File: config.mk
export PLATFORM = sky130hd
export DESIGN_NAME = mac_stream_flat
export DESIGN_NICKNAME = d
export VERILOG_FILES = /design/src/rtl/mac_pkg.sv /design/src/rtl/mac_stream_if.sv /design/src/rtl/mac_mult_stage.sv /design/src/rtl/mac_stream.sv /design/src/flat_wrapper.sv
export SDC_FILE = /design/constraint.sdc
export NUM_CORES = 1
export LEC_CHECK = 0
export ABC_AREA = 1
export BUFFER_PORTS_ARGS = -buffer_cell sky130_fd_sc_hd__buf_2
export CORE_MARGIN = 5
export CORE_UTILIZATION = 39
export DETAILED_ROUTE_END_ITERATION = 10
export PLACE_DENSITY_LB_ADDON = 0.1
export SLEW_MARGIN = 20
export SYNTH_ARGS = -nofsm -noshare
export SYNTH_HDL_FRONTEND = slang
export SYNTH_SLANG_ARGS = --single-unit
File: constraint.sdc
create_clock -name clk -period 8.4 [get_ports clk]
set_clock_uncertainty 0.05 [all_clocks]
set_input_delay 1.68 -clock clk [delete_from_list [all_inputs] [get_ports clk]]
set_output_delay 1.68 -clock clk [all_outputs]
set_load 0.005 [all_outputs]
File: src/rtl/mac_pkg.sv
// -----------------------------------------------------------------------------
// mac_pkg
// Shared definitions for the mac_stream multiply-accumulate engine:
//   - default widths (DATA_W_DEF, ACC_W_DEF, LEN_W_DEF)
//   - accumulation state enum (FIRST / ACCUM)
//   - sat_add(): ACC_W-wide add with overflow detection. Behaviour on overflow
//     depends on the macro MAC_SATURATE_EN:
//       defined   -> the sum clamps to the signed/unsigned limit
//       undefined -> the sum wraps modulo 2^w; ovf still reports the wrap
// -----------------------------------------------------------------------------
package mac_pkg;

  localparam int DATA_W_DEF = 16;
  localparam int ACC_W_DEF  = 36;
  localparam int LEN_W_DEF  = 8;

  // sat_add works on a fixed wide container so one function serves any ACC_W;
  // the live width is passed in and must be below this bound.
  localparam int MAX_ACC_W = 128;
  localparam int MSB_W     = $clog2(MAX_ACC_W);

  typedef enum logic {
    FIRST = 1'b0,  // next S3 term starts a new sum
    ACCUM = 1'b1   // next S3 term adds onto the running sum
  } state_t;

  typedef struct packed {
    logic [MAX_ACC_W-1:0] sum;
    logic                 ovf;
  } add_t;

  // Adds the low w bits of x and y. Signed overflow is a sign flip between two
  // same-signed operands; unsigned overflow is the carry out of bit w-1.
  function automatic add_t sat_add(input logic [MAX_ACC_W-1:0] x,
                                   input logic [MAX_ACC_W-1:0] y,
                                   input logic                 sgn,
                                   input int unsigned          w);
    logic [MAX_ACC_W-1:0] mask;
    logic [MAX_ACC_W-1:0] smax;
    logic [MAX_ACC_W-1:0] xm;
    logic [MAX_ACC_W-1:0] ym;
    logic [MSB_W-1:0]     msb;
    add_t                 r;
    mask  = {MAX_ACC_W{1'b1}} >> (MAX_ACC_W - w);
    smax  = mask >> 1;
    xm    = x & mask;
    ym    = y & mask;
    msb   = MSB_W'(w - 1);
    r.sum = (xm + ym) & mask;
    if (sgn) r.ovf = (xm[msb] == ym[msb]) && (r.sum[msb] != xm[msb]);
    else     r.ovf = (r.sum < xm);  // wrapped below an operand => carry out
`ifdef MAC_SATURATE_EN
    if (r.ovf) begin
      if (!sgn)        r.sum = mask;           // 2^w - 1
      else if (xm[msb]) r.sum = mask & ~smax;  // -2^(w-1)
      else             r.sum = smax;           // 2^(w-1) - 1
    end
`endif
    return r;
  endfunction

endpackage

File: src/rtl/mac_stream_if.sv
// -----------------------------------------------------------------------------
// mac_stream_if
// Operand stream, clear and result port of mac_stream bundled as one interface.
//   master : producer/consumer side (drives operands, clear, res_ready)
//   slave  : the MAC engine (drives in_ready and the held result)
// Signals: clear, in_valid, in_ready, a, b, in_signed, in_last,
//          res_valid, res_ready, res_data, res_count, res_ovf
// -----------------------------------------------------------------------------
interface mac_stream_if
  import mac_pkg::*;
#(
  parameter int DATA_W = DATA_W_DEF,
  parameter int ACC_W  = ACC_W_DEF,
  parameter int LEN_W  = LEN_W_DEF
) ();

  logic              clear;
  logic              in_valid;
  logic              in_ready;
  logic [DATA_W-1:0] a;
  logic [DATA_W-1:0] b;
  logic              in_signed;
  logic              in_last;
  logic              res_valid;
  logic              res_ready;
  logic [ACC_W-1:0]  res_data;
  logic [LEN_W-1:0]  res_count;
  logic              res_ovf;

  modport master (
    output clear, in_valid, a, b, in_signed, in_last, res_ready,
    input  in_ready, res_valid, res_data, res_count, res_ovf
  );

  modport slave (
    input  clear, in_valid, a, b, in_signed, in_last, res_ready,
    output in_ready, res_valid, res_data, res_count, res_ovf
  );

endinterface

File: src/rtl/mac_mult_stage.sv
// -----------------------------------------------------------------------------
// mac_mult_stage
// Pipeline stages S1 (operand register) and S2 (registered product) of the MAC.
// Ports:
//   clk, reset            clock, async active-high reset
//   en                    advance both stages (low = hold everything)
//   flush                 drop both stage valids, even while held
//   in_valid/a/b/in_signed/in_last   accepted term
//   out_valid/out_prod/out_signed/out_last  S2 term, product is 2*DATA_W bits
// -----------------------------------------------------------------------------
module mac_mult_stage
  import mac_pkg::*;
#(
  parameter int DATA_W = DATA_W_DEF
) (
  input  logic                clk,
  input  logic                reset,
  input  logic                en,
  input  logic                flush,
  input  logic                in_valid,
  input  logic [DATA_W-1:0]   a,
  input  logic [DATA_W-1:0]   b,
  input  logic                in_signed,
  input  logic                in_last,
  output logic                out_valid,
  output logic [2*DATA_W-1:0] out_prod,
  output logic                out_signed,
  output logic                out_last
);

  logic                s1_valid;
  logic [DATA_W-1:0]   s1_a;
  logic [DATA_W-1:0]   s1_b;
  logic                s1_signed;
  logic                s1_last;
  logic [2*DATA_W-1:0] ax;
  logic [2*DATA_W-1:0] bx;
  logic [2*DATA_W-1:0] prod;

  // Extending both operands to the full product width makes the low 2*DATA_W
  // bits of a plain multiply correct for both signed and unsigned terms.
  assign ax   = {{DATA_W{s1_signed & s1_a[DATA_W-1]}}, s1_a};
  assign bx   = {{DATA_W{s1_signed & s1_b[DATA_W-1]}}, s1_b};
  assign prod = ax * bx;

  // NOTE: sequential state uses non-blocking assignments so every register
  // samples pre-edge values and stage order inside the block cannot matter.
  always_ff @(posedge clk or posedge reset) begin
    if (reset) begin
      s1_valid  <= 1'b0;
      out_valid <= 1'b0;
    end else if (flush) begin
      s1_valid  <= 1'b0;
      out_valid <= 1'b0;
    end else if (en) begin
      s1_valid  <= in_valid;
      out_valid <= s1_valid;
    end
  end

  // NOTE: payload registers carry no reset; they are only observed when the
  // matching valid is set, so resetting them would only cost reset routing.
  always_ff @(posedge clk) begin
    if (en) begin
      s1_a       <= a;
      s1_b       <= b;
      s1_signed  <= in_signed;
      s1_last    <= in_last;
      out_prod   <= prod;
      out_signed <= s1_signed;
      out_last   <= s1_last;
    end
  end

endmodule

File: src/rtl/mac_stream.sv
// -----------------------------------------------------------------------------
// mac_stream
// Pipelined multiply-accumulate engine. Accepts one operand pair per cycle,
// sums products over a dot product delimited by in_last and presents each
// finished sum, term count and overflow flag on a result port held until
// res_ready. Last term accepted in cycle t -> res_valid in cycle t+3.
// Ports:
//   clk    clock, rising edge
//   reset  asynchronous active-high reset
//   bus    mac_stream_if.slave (operand stream, clear, result port)
// Option: define MAC_SATURATE_EN to clamp the accumulator on overflow instead
//         of wrapping (see mac_pkg::sat_add).
// -----------------------------------------------------------------------------
module mac_stream
  import mac_pkg::*;
#(
  parameter int DATA_W = DATA_W_DEF,
  parameter int ACC_W  = ACC_W_DEF,
  parameter int LEN_W  = LEN_W_DEF
) (
  input  logic         clk,
  input  logic         reset,
  mac_stream_if.slave  bus
);

  if (ACC_W < 2*DATA_W || ACC_W >= MAX_ACC_W) begin : g_bad_cfg
    $error("mac_stream: ACC_W must be >= 2*DATA_W and < %0d", MAX_ACC_W);
  end

  logic                stall;
  logic                accept;
  logic                s3_fire;
  logic                s2_valid;
  logic [2*DATA_W-1:0] s2_prod;
  logic                s2_signed;
  logic                s2_last;
  state_t              state;
  state_t              state_d;
  logic                start_sum;
  logic [ACC_W-1:0]    acc;
  logic [ACC_W-1:0]    base;
  logic [ACC_W-1:0]    prod_ext;
  logic [ACC_W-1:0]    sum;
  logic [LEN_W-1:0]    cnt;
  logic [LEN_W-1:0]    base_cnt;
  logic [LEN_W-1:0]    cnt_inc;
  logic                ovf_acc;
  logic                ovf_new;
  add_t                add_r;
  logic                unused_hi;

  // A held, unconsumed result freezes the whole pipeline.
  assign stall        = bus.res_valid && !bus.res_ready;
  assign bus.in_ready = !stall && !bus.clear;
  assign accept       = bus.in_valid && bus.in_ready;
  assign s3_fire      = s2_valid && !stall && !bus.clear;

  mac_mult_stage #(.DATA_W(DATA_W)) u_mult (
    .clk        (clk),
    .reset      (reset),
    .en         (!stall),
    .flush      (bus.clear),
    .in_valid   (accept),
    .a          (bus.a),
    .b          (bus.b),
    .in_signed  (bus.in_signed),
    .in_last    (bus.in_last),
    .out_valid  (s2_valid),
    .out_prod   (s2_prod),
    .out_signed (s2_signed),
    .out_last   (s2_last)
  );

  // ---- FSM: state register / next state / outputs ----
  always_ff @(posedge clk or posedge reset) begin
    if (reset) state <= FIRST;
    else       state <= state_d;
  end

  // NOTE: every always_comb output gets a default first, so no path can leave
  // it unassigned and infer a latch.
  always_comb begin
    state_d = state;
    if (bus.clear)    state_d = FIRST;
    else if (s3_fire) state_d = s2_last ? FIRST : ACCUM;
  end

  always_comb begin
    start_sum = (state == FIRST);
  end

  // ---- S3 datapath ----
  always_comb begin
    prod_ext = s2_signed ? ACC_W'($signed(s2_prod)) : ACC_W'(s2_prod);
    base     = start_sum ? '0 : acc;
    base_cnt = start_sum ? '0 : cnt;
    cnt_inc  = (&base_cnt) ? base_cnt : base_cnt + LEN_W'(1);
    add_r    = sat_add(MAX_ACC_W'(base), MAX_ACC_W'(prod_ext), s2_signed, ACC_W);
    sum      = add_r.sum[ACC_W-1:0];
    ovf_new  = (!start_sum && ovf_acc) || add_r.ovf;
  end

  assign unused_hi = ^add_r.sum[MAX_ACC_W-1:ACC_W];

  always_ff @(posedge clk or posedge reset) begin
    if (reset) begin
      acc     <= '0;
      cnt     <= '0;
      ovf_acc <= 1'b0;
    end else if (bus.clear) begin
      acc     <= '0;
      cnt     <= '0;
      ovf_acc <= 1'b0;
    end else if (s3_fire) begin
      acc     <= sum;
      cnt     <= cnt_inc;
      ovf_acc <= ovf_new;
    end
  end

  // Result port: a finishing sum always reloads it (s3_fire implies the old
  // result is consumed this cycle or absent), otherwise res_ready retires it.
  always_ff @(posedge clk or posedge reset) begin
    if (reset) begin
      bus.res_valid <= 1'b0;
      bus.res_data  <= '0;
      bus.res_count <= '0;
      bus.res_ovf   <= 1'b0;
    end else if (s3_fire && s2_last) begin
      bus.res_valid <= 1'b1;
      bus.res_data  <= sum;
      bus.res_count <= cnt_inc;
      bus.res_ovf   <= ovf_new;
    end else if (bus.res_ready) begin
      bus.res_valid <= 1'b0;
    end
  end

endmodule

File: src/flat_wrapper.sv
// flat-port wrapper written by rule: the top's interface ports become plain ports
module mac_stream_flat import mac_pkg::*;
#(
  parameter int DATA_W = DATA_W_DEF,
  parameter int ACC_W  = ACC_W_DEF,
  parameter int LEN_W  = LEN_W_DEF
)
  (clk, reset, bus_clear, bus_in_valid, bus_a, bus_b, bus_in_signed, bus_in_last, bus_res_ready, bus_in_ready, bus_res_valid, bus_res_data, bus_res_count, bus_res_ovf);
  mac_stream_if #(.DATA_W(DATA_W), .ACC_W(ACC_W), .LEN_W(LEN_W)) bus_i ();
  input  logic clk;
  input  logic reset;
  input wire logic [$bits(bus_i.clear)-1:0] bus_clear;
  input wire logic [$bits(bus_i.in_valid)-1:0] bus_in_valid;
  input wire logic [$bits(bus_i.a)-1:0] bus_a;
  input wire logic [$bits(bus_i.b)-1:0] bus_b;
  input wire logic [$bits(bus_i.in_signed)-1:0] bus_in_signed;
  input wire logic [$bits(bus_i.in_last)-1:0] bus_in_last;
  input wire logic [$bits(bus_i.res_ready)-1:0] bus_res_ready;
  output wire logic [$bits(bus_i.in_ready)-1:0] bus_in_ready;
  output wire logic [$bits(bus_i.res_valid)-1:0] bus_res_valid;
  output wire logic [$bits(bus_i.res_data)-1:0] bus_res_data;
  output wire logic [$bits(bus_i.res_count)-1:0] bus_res_count;
  output wire logic [$bits(bus_i.res_ovf)-1:0] bus_res_ovf;
  assign bus_i.clear = bus_clear;
  assign bus_i.in_valid = bus_in_valid;
  assign bus_i.a = bus_a;
  assign bus_i.b = bus_b;
  assign bus_i.in_signed = bus_in_signed;
  assign bus_i.in_last = bus_in_last;
  assign bus_i.res_ready = bus_res_ready;
  assign bus_in_ready = bus_i.in_ready;
  assign bus_res_valid = bus_i.res_valid;
  assign bus_res_data = bus_i.res_data;
  assign bus_res_count = bus_i.res_count;
  assign bus_res_ovf = bus_i.res_ovf;
  mac_stream #(.DATA_W(DATA_W), .ACC_W(ACC_W), .LEN_W(LEN_W)) u_core (.clk(clk), .reset(reset), .bus(bus_i));
endmodule
==> results.py, run 1 <==
metrics = {
    "status": {
        "outcome": "finished clean",
    },
    "sta": {
        "relSlewSlack_pct": 31.6,
        "finalSetupViolations": 0,
        "worst_slew_pin_slew_ns": 1.02,
        "slew_violations": 0,
        "period_share_pct": 82.8,
        "fin_crit_ns": 6.96,
        "finalSetupTns_ns": 0,
        "rsz0062_at_grt": "false",
        "hold_violations": 0,
        "fmax_mhz": 144,
    },
    "clock_tree": {
        "clock-sinks": 162,
        "insertion_delay_ns": 0.48,
        "clockBufferDepth": 2,
        "cts_resized": 0,
        "hold_buffers": 0,
        "cts_tree": "built",
        "postCtsSetupBuffers": 0,
        "htree_levels": 4,
        "cts_made_buffers": 17,
        "root_buffer": "clkbuf_16",
        "path_clk_slew_ns": 0.08,
    },
    "route": {
        "vias": 16500,
        "post_drt_wl_per_cell_um": 16.8,
        "drt_iter0_markers": 702,
        "ant_nets": 0,
        "viasPerCell": 4.76,
        "drc": 0,
        "drt_wl_total_um": 57900,
        "drt_first_pass_iters": 5,
    },
    "global_route": {
        "antenna_found_initial": 0,
        "overflow": 0,
        "grt_max_degree": 59,
        "grt_usage_pct": 20.4,
        "grt_pass1_vias": 17800,
        "grt_pass1_wl_um": 95000,
    },
    "setup_path": {
        "worstPathArrival_ns": 7.11,
        "end_kind": "flop",
        "worstSetupPathType": "flop to flop",
        "worstPathMaxFanout": 17,
        "worstSetupStartpointType": "flop",
        "cp.required_ns": 8.56,
    },
    "job": {
        "drv_cap": 0,
    },
    "synthesis": {
        "async_reset_ff_share_pct": 58.0,
        "ys.flop_type": "dfrtp_1",
        "yosys-top-cells-area": "fa_1, nand2_1, inv_1",
        "ys_types": 46,
        "synth_nets": 3190,
        "synth_cells": 2716,
        "yosysSeqAreaShare_pct": 20.9,
        "synth_top_area_share_pct": 27.0,
        "avgSynthCellArea_um2": 7.73,
        "yosys_warnings": 0,
        "yosys.area.top_type": "fa_1",
        "synth_edf_count": 68,
        "netlist_area_mm2": 0.0210,
        "ys_ff_latch": 162,
    },
    "die": {
        "die_h_um": 242,
        "dieArea_mm2": 0.0586,
        "fp.dieW_um": 242,
        "fp.coreArea_mm2": 0.0536,
        "pin_count": 86,
        "rows": 85,
        "start_util_pct": 39.2,
    },
    "final_layout": {
        "drive_gt1_share_pct": 7.33,
        "syn_to_final_growth_pct": 7.85,
        "diodes": 0,
        "final_net_count": 3218,
        "fin_util_pct": 42.2,
    },
    "placed_design": {
        "dp_hpwl_um": 48100,
        "gp_congestion": 0.913,
        "io_buffers": 85,
    },
    "worst_hold_path": {
        "hold_path.class": "flop to flop",
    },
}
kinds of logic after synthesis:
family	after synthesis	share of synthesized area, %
and+or+nand+nor	1148	22.8
adders and majority gates	435	36.1
DFF	162	20.9
buffers and inverters	755	13.6
AOI/OAI and AO/OA	167	4.36
xor gates and xnor gates	49	2.22
cells in the mapped netlist (2+ instances only):
cell type / n
nand3_2: 4
nand4_1: 22
nand2_2: 18
nand3b_1: 8
or2_2: 6
o31ai_1: 2
nor3_1: 7
clkbuf_1: 69
nand2_1: 821
and2_4: 3
or2_1: 2
fa_1: 283
xor2_2: 5
o21bai_1: 8
ha_1: 152
o21ai_1: 2
and2_1: 17
nor2_1: 125
edfxtp_1: 68
xor2_1: 31
nor3_2: 10
a31oi_1: 3
nand3_1: 92
inv_1: 657
nor2_2: 6
dfrtp_1: 94
buf_1: 5
a22o_1: 4
a21oi_1: 76
xnor2_1: 13
inv_2: 11
o22ai_1: 5
o21ai_0: 58
nor2_4: 3
a21o_1: 4
buf_2: 12
registers in the layout, summed over array words and instances (netlist names), 8 cells and up:
| signal | count |
|---|---|
| u_core.acc | 36 |
| u_core.bus.res_count | 8 |
| u_core.u_mult.s1_a | 16 |
| u_core.u_mult.out_prod | 32 |
| u_core.bus.res_data | 36 |
| u_core.cnt | 8 |
| u_core.u_mult.s1_b | 16 |
per-layer routing:
metal / vias up / track usage (%) / routed length, um
li1: 8094 / - / -
met1: 8026 / 25.4 / 25600
met2: 257 / 37.5 / 29600
met3: 73 / 2.42 / 1460
met4: 0 / 5.34 / 1230
met5: - / 0 / 0
final cells by class:
cell class | instances | area [um^2]
clock buffer | 18 | 450
clock inverter | 14 | 154
fill | 5568 | 31000
inverter | 668 | 2510
multi-input combinational | 1799 | 13700
sequential | 162 | 4390
tap | 696 | 871
timing repair buffer | 96 | 508
layout by cell type (no fill, tap or decap), types with 4 or more instances in the layout:
cell type,n
buf_2,85
o22ai_1,5
nand4_1,22
nand2_1,820
nand3_2,4
clkbuf_16,18
inv_1,655
dfrtp_1,94
and2_1,17
nor3_2,10
fa_1,283
nor2_2,6
a21oi_1,76
xnor2_1,13
nor2_1,125
inv_2,12
xor2_1,31
inv_6,4
edfxtp_1,68
a22o_1,4
nand2_2,18
ha_1,152
or2_2,6
nand3b_1,8
o21bai_1,8
nor3_1,7
a21o_1,4
nand3_1,92
xor2_2,5
o21ai_0,58
buf_4,11
per-stage QoR:
step                cells  hold slack (ns)  setup slack [ns]  instance area (um^2)
global route         3453            0.391              1.14                 22600
finish               3453            0.377              1.44                 22600
detailed placement   3421            0.365              1.42                 22000
CTS                  3453            0.381              1.41                 22600
floorplan            2716            0.350              2.50                 21000
global placement     3421            0.353              1.49                 22000
final timing paths:
path | to | cells after the start | slack [ns] | startpoint
setup / recovery | u_core.u_mult.out_prod[25] | 20 | 1.44 | u_core.u_mult.s1_a[15]
hold / removal | u_core.u_mult.out_last | 0 | 0.38 | u_core.u_mult.s1_last
setup reg to reg | u_core.u_mult.out_prod[25] | 20 | 1.44 | u_core.u_mult.s1_a[15]
hold reg to reg | u_core.u_mult.out_last | 0 | 0.38 | u_core.u_mult.s1_last
max in group asynchronous | u_core.u_mult.out_valid | 3 | 6.02 | reset
min in group asynchronous | u_core.bus.res_data[20] | 2 | 1.19 | reset
worst max-delay path, stage by stage (launching register included):
cell      delay, ns
edfxtp_1       0.72
nand2_2        0.28
inv_2          0.13
nand2_1        0.12
inv_1          0.10
fa_1           0.60
inv_1          0.15
fa_1           0.84
inv_1          0.15
fa_1           0.48
fa_1           0.51
fa_1           0.49
inv_1          0.06
fa_1           0.53
inv_1          0.04
ha_1           0.36
nand2_1        0.16
o21ai_0        0.46
a21oi_1        0.11
o211ai_1       0.21
xor2_1         0.13
Power of run 1 is not shown: default switching activity piles up to over one toggle a cycle in this logic, so the estimate is an artifact.
==> inputs of run 2 (changes only) <==
clock period = 5.6 ns   (was 8.4 ns; I/O delays follow)
==> results.py, run 2 (synthesis gave the netlist of run 1 again) <==
metrics = {
    "placed_design": {
        "gp_congestion": 0.910,
        "dp_hpwl_um": 49600,
        "dpl.cell_count": 3580,
        "io_buffers": 85,
        "dpl_cell_area_mm2": 0.0235,
    },
    "job": {
        "drv_cap": 0,
    },
    "setup_path": {
        "end_kind": "flop",
        "crit_start": "u_core.u_mult.s1_signed",
        "worstSetupPathType": "flop to flop",
        "worstSetupStartpointType": "flop",
        "r2r-start": "u_core.u_mult.s1_signed",
        "worstPathMaxFanout": 4,
        "cp.required_ns": 5.75,
        "worstPathArrival_ns": 5.89,
    },
    "die": {
        "start_util_pct": 39.2,
        "die_h_um": 242,
        "fp.dieW_um": 242,
        "dieArea_mm2": 0.0586,
        "pin_count": 86,
        "fp.coreArea_mm2": 0.0536,
        "rows": 85,
    },
    "global_route": {
        "grt_usage_pct": 20.8,
        "grt_max_degree": 59,
        "antenna_found_initial": 0,
        "grt_pass1_wl_um": 97100,
        "overflow": 0,
        "grt_pass1_vias": 18400,
    },
    "clock_tree": {
        "path_clk_slew_ns": 0.08,
        "cts_made_buffers": 17,
        "hold_buffers": 0,
        "clockBufferDepth": 2,
        "cts_tree": "built",
        "clock-sinks": 162,
        "root_buffer": "clkbuf_16",
        "htree_levels": 4,
        "insertion_delay_ns": 0.49,
    },
    "route": {
        "drt_iter0_markers": 729,
        "post_drt_wl_per_cell_um": 16.3,
        "drc": 0,
        "drt_first_pass_iters": 4,
        "vias": 17100,
        "viasPerCell": 4.68,
        "drt_wl_total_um": 59600,
        "ant_nets": 0,
    },
    "final_layout": {
        "drive_gt1_share_pct": 18.9,
        "final_net_count": 3409,
        "stdcell_count": 3644,
        "reg_top3": "u_core.acc (36), u_core.bus.res_data (36), u_core.u_mult.out_prod (32)",
        "fin_util_pct": 47.0,
        "final_area_mm2": 0.0252,
        "fillCellCount": 5401,
        "diodes": 0,
        "final_common_cell": "nand2_1",
        "syn_to_final_growth_pct": 19.9,
        "final_cell_mix": "nand2_1, inv_1, fa_1",
    },
    "sta": {
        "relSlewSlack_pct": 45.2,
        "fin_crit_ns": 5.74,
        "finalSetupViolations": 6,
        "hold_violations": 0,
        "worst_slew_pin_slew_ns": 0.821,
        "period_share_pct": 102,
        "worst_slack_ns": -0.136,
        "rsz0062_at_grt": "true",
        "slew_violations": 0,
        "fmax_mhz": 174,
    },
    "status": {
        "outcome": "finished, violations left",
        "failed_checks": "setup timing",
    },
    "worst_hold_path": {
        "min_from": "u_core.u_mult.s1_last",
        "hold_path.class": "flop to flop",
    },
}
==> run 2: per-layer routing <==
metal  routed length (um)  track usage (%)
met3                 1730             3.01
met1                25900             25.7
met5                    0                0
met2                30400             37.9
met4                 1440             5.69
==> run 2: path summary, 6_finish.rpt <==
| check | cells past startpoint | slack [ns] | endpoint |
|---|---|---|---|
| max | 21 | -0.14 | u_core.u_mult.out_prod[25] |
| min reg2reg | 0 | 0.37 | u_core.u_mult.out_last |
| max reg2reg | 21 | -0.14 | u_core.u_mult.out_prod[25] |
| min in group asynchronous | 2 | 0.62 | u_core.acc[17] |
| min | 0 | 0.37 | u_core.u_mult.out_last |
| max in group asynchronous | 3 | 3.76 | u_core.bus.res_count[1] |
==> run 2: critical path, cell delays in order (launching register included) <==
cell and delay [ns]:
edfxtp_1 0.42, nand2_1 0.09, buf_6 0.09, buf_6 0.09, buf_6 0.09, nor2_1 0.04
fa_1 0.51, inv_2 0.05, fa_1 0.55, inv_2 0.05, fa_1 0.51, fa_1 0.51
fa_1 0.54, inv_2 0.04, fa_1 0.51, inv_2 0.05, ha_4 0.31, nand2_4 0.09
nor3_4 0.20, nand3_1 0.09, o211ai_1 0.39, xor2_1 0.16
==> run 2: metrics by stage <==
step                hold WS, ns  TNS [ns]  setup slack, ns
global route              0.379     -1.98           -0.345
detailed placement        0.358     -2.07           -0.430
floorplan                 0.350         0         0.000801
finish                    0.373    -0.247           -0.136
global placement          0.362     -1.77           -0.443
CTS                       0.376    -0.255           -0.147
==> run 2: what timing repair did <==
action / 4_1_cts / 5_1_grt
pin swaps: 65 / 42
gates resized for setup: 110 / 132
setup endpoints to repair: 12 / 21
hold endpoints to repair: 0 / 0
setup buffers: 23 / 10
==> run 2: area by class of cell <==
type	instances	area (um^2)	share of cell area, %
Multi-Input combinational cell	1799	14600	58.0
Inverter	668	2510	9.99
Tap cell	696	871	3.46
Timing Repair Buffer	287	2240	8.90
Sequential cell	162	4390	17.5
Clock buffer	20	438	1.74
Clock inverter	12	103	0.408
Power of run 2 is left out for the same reason.
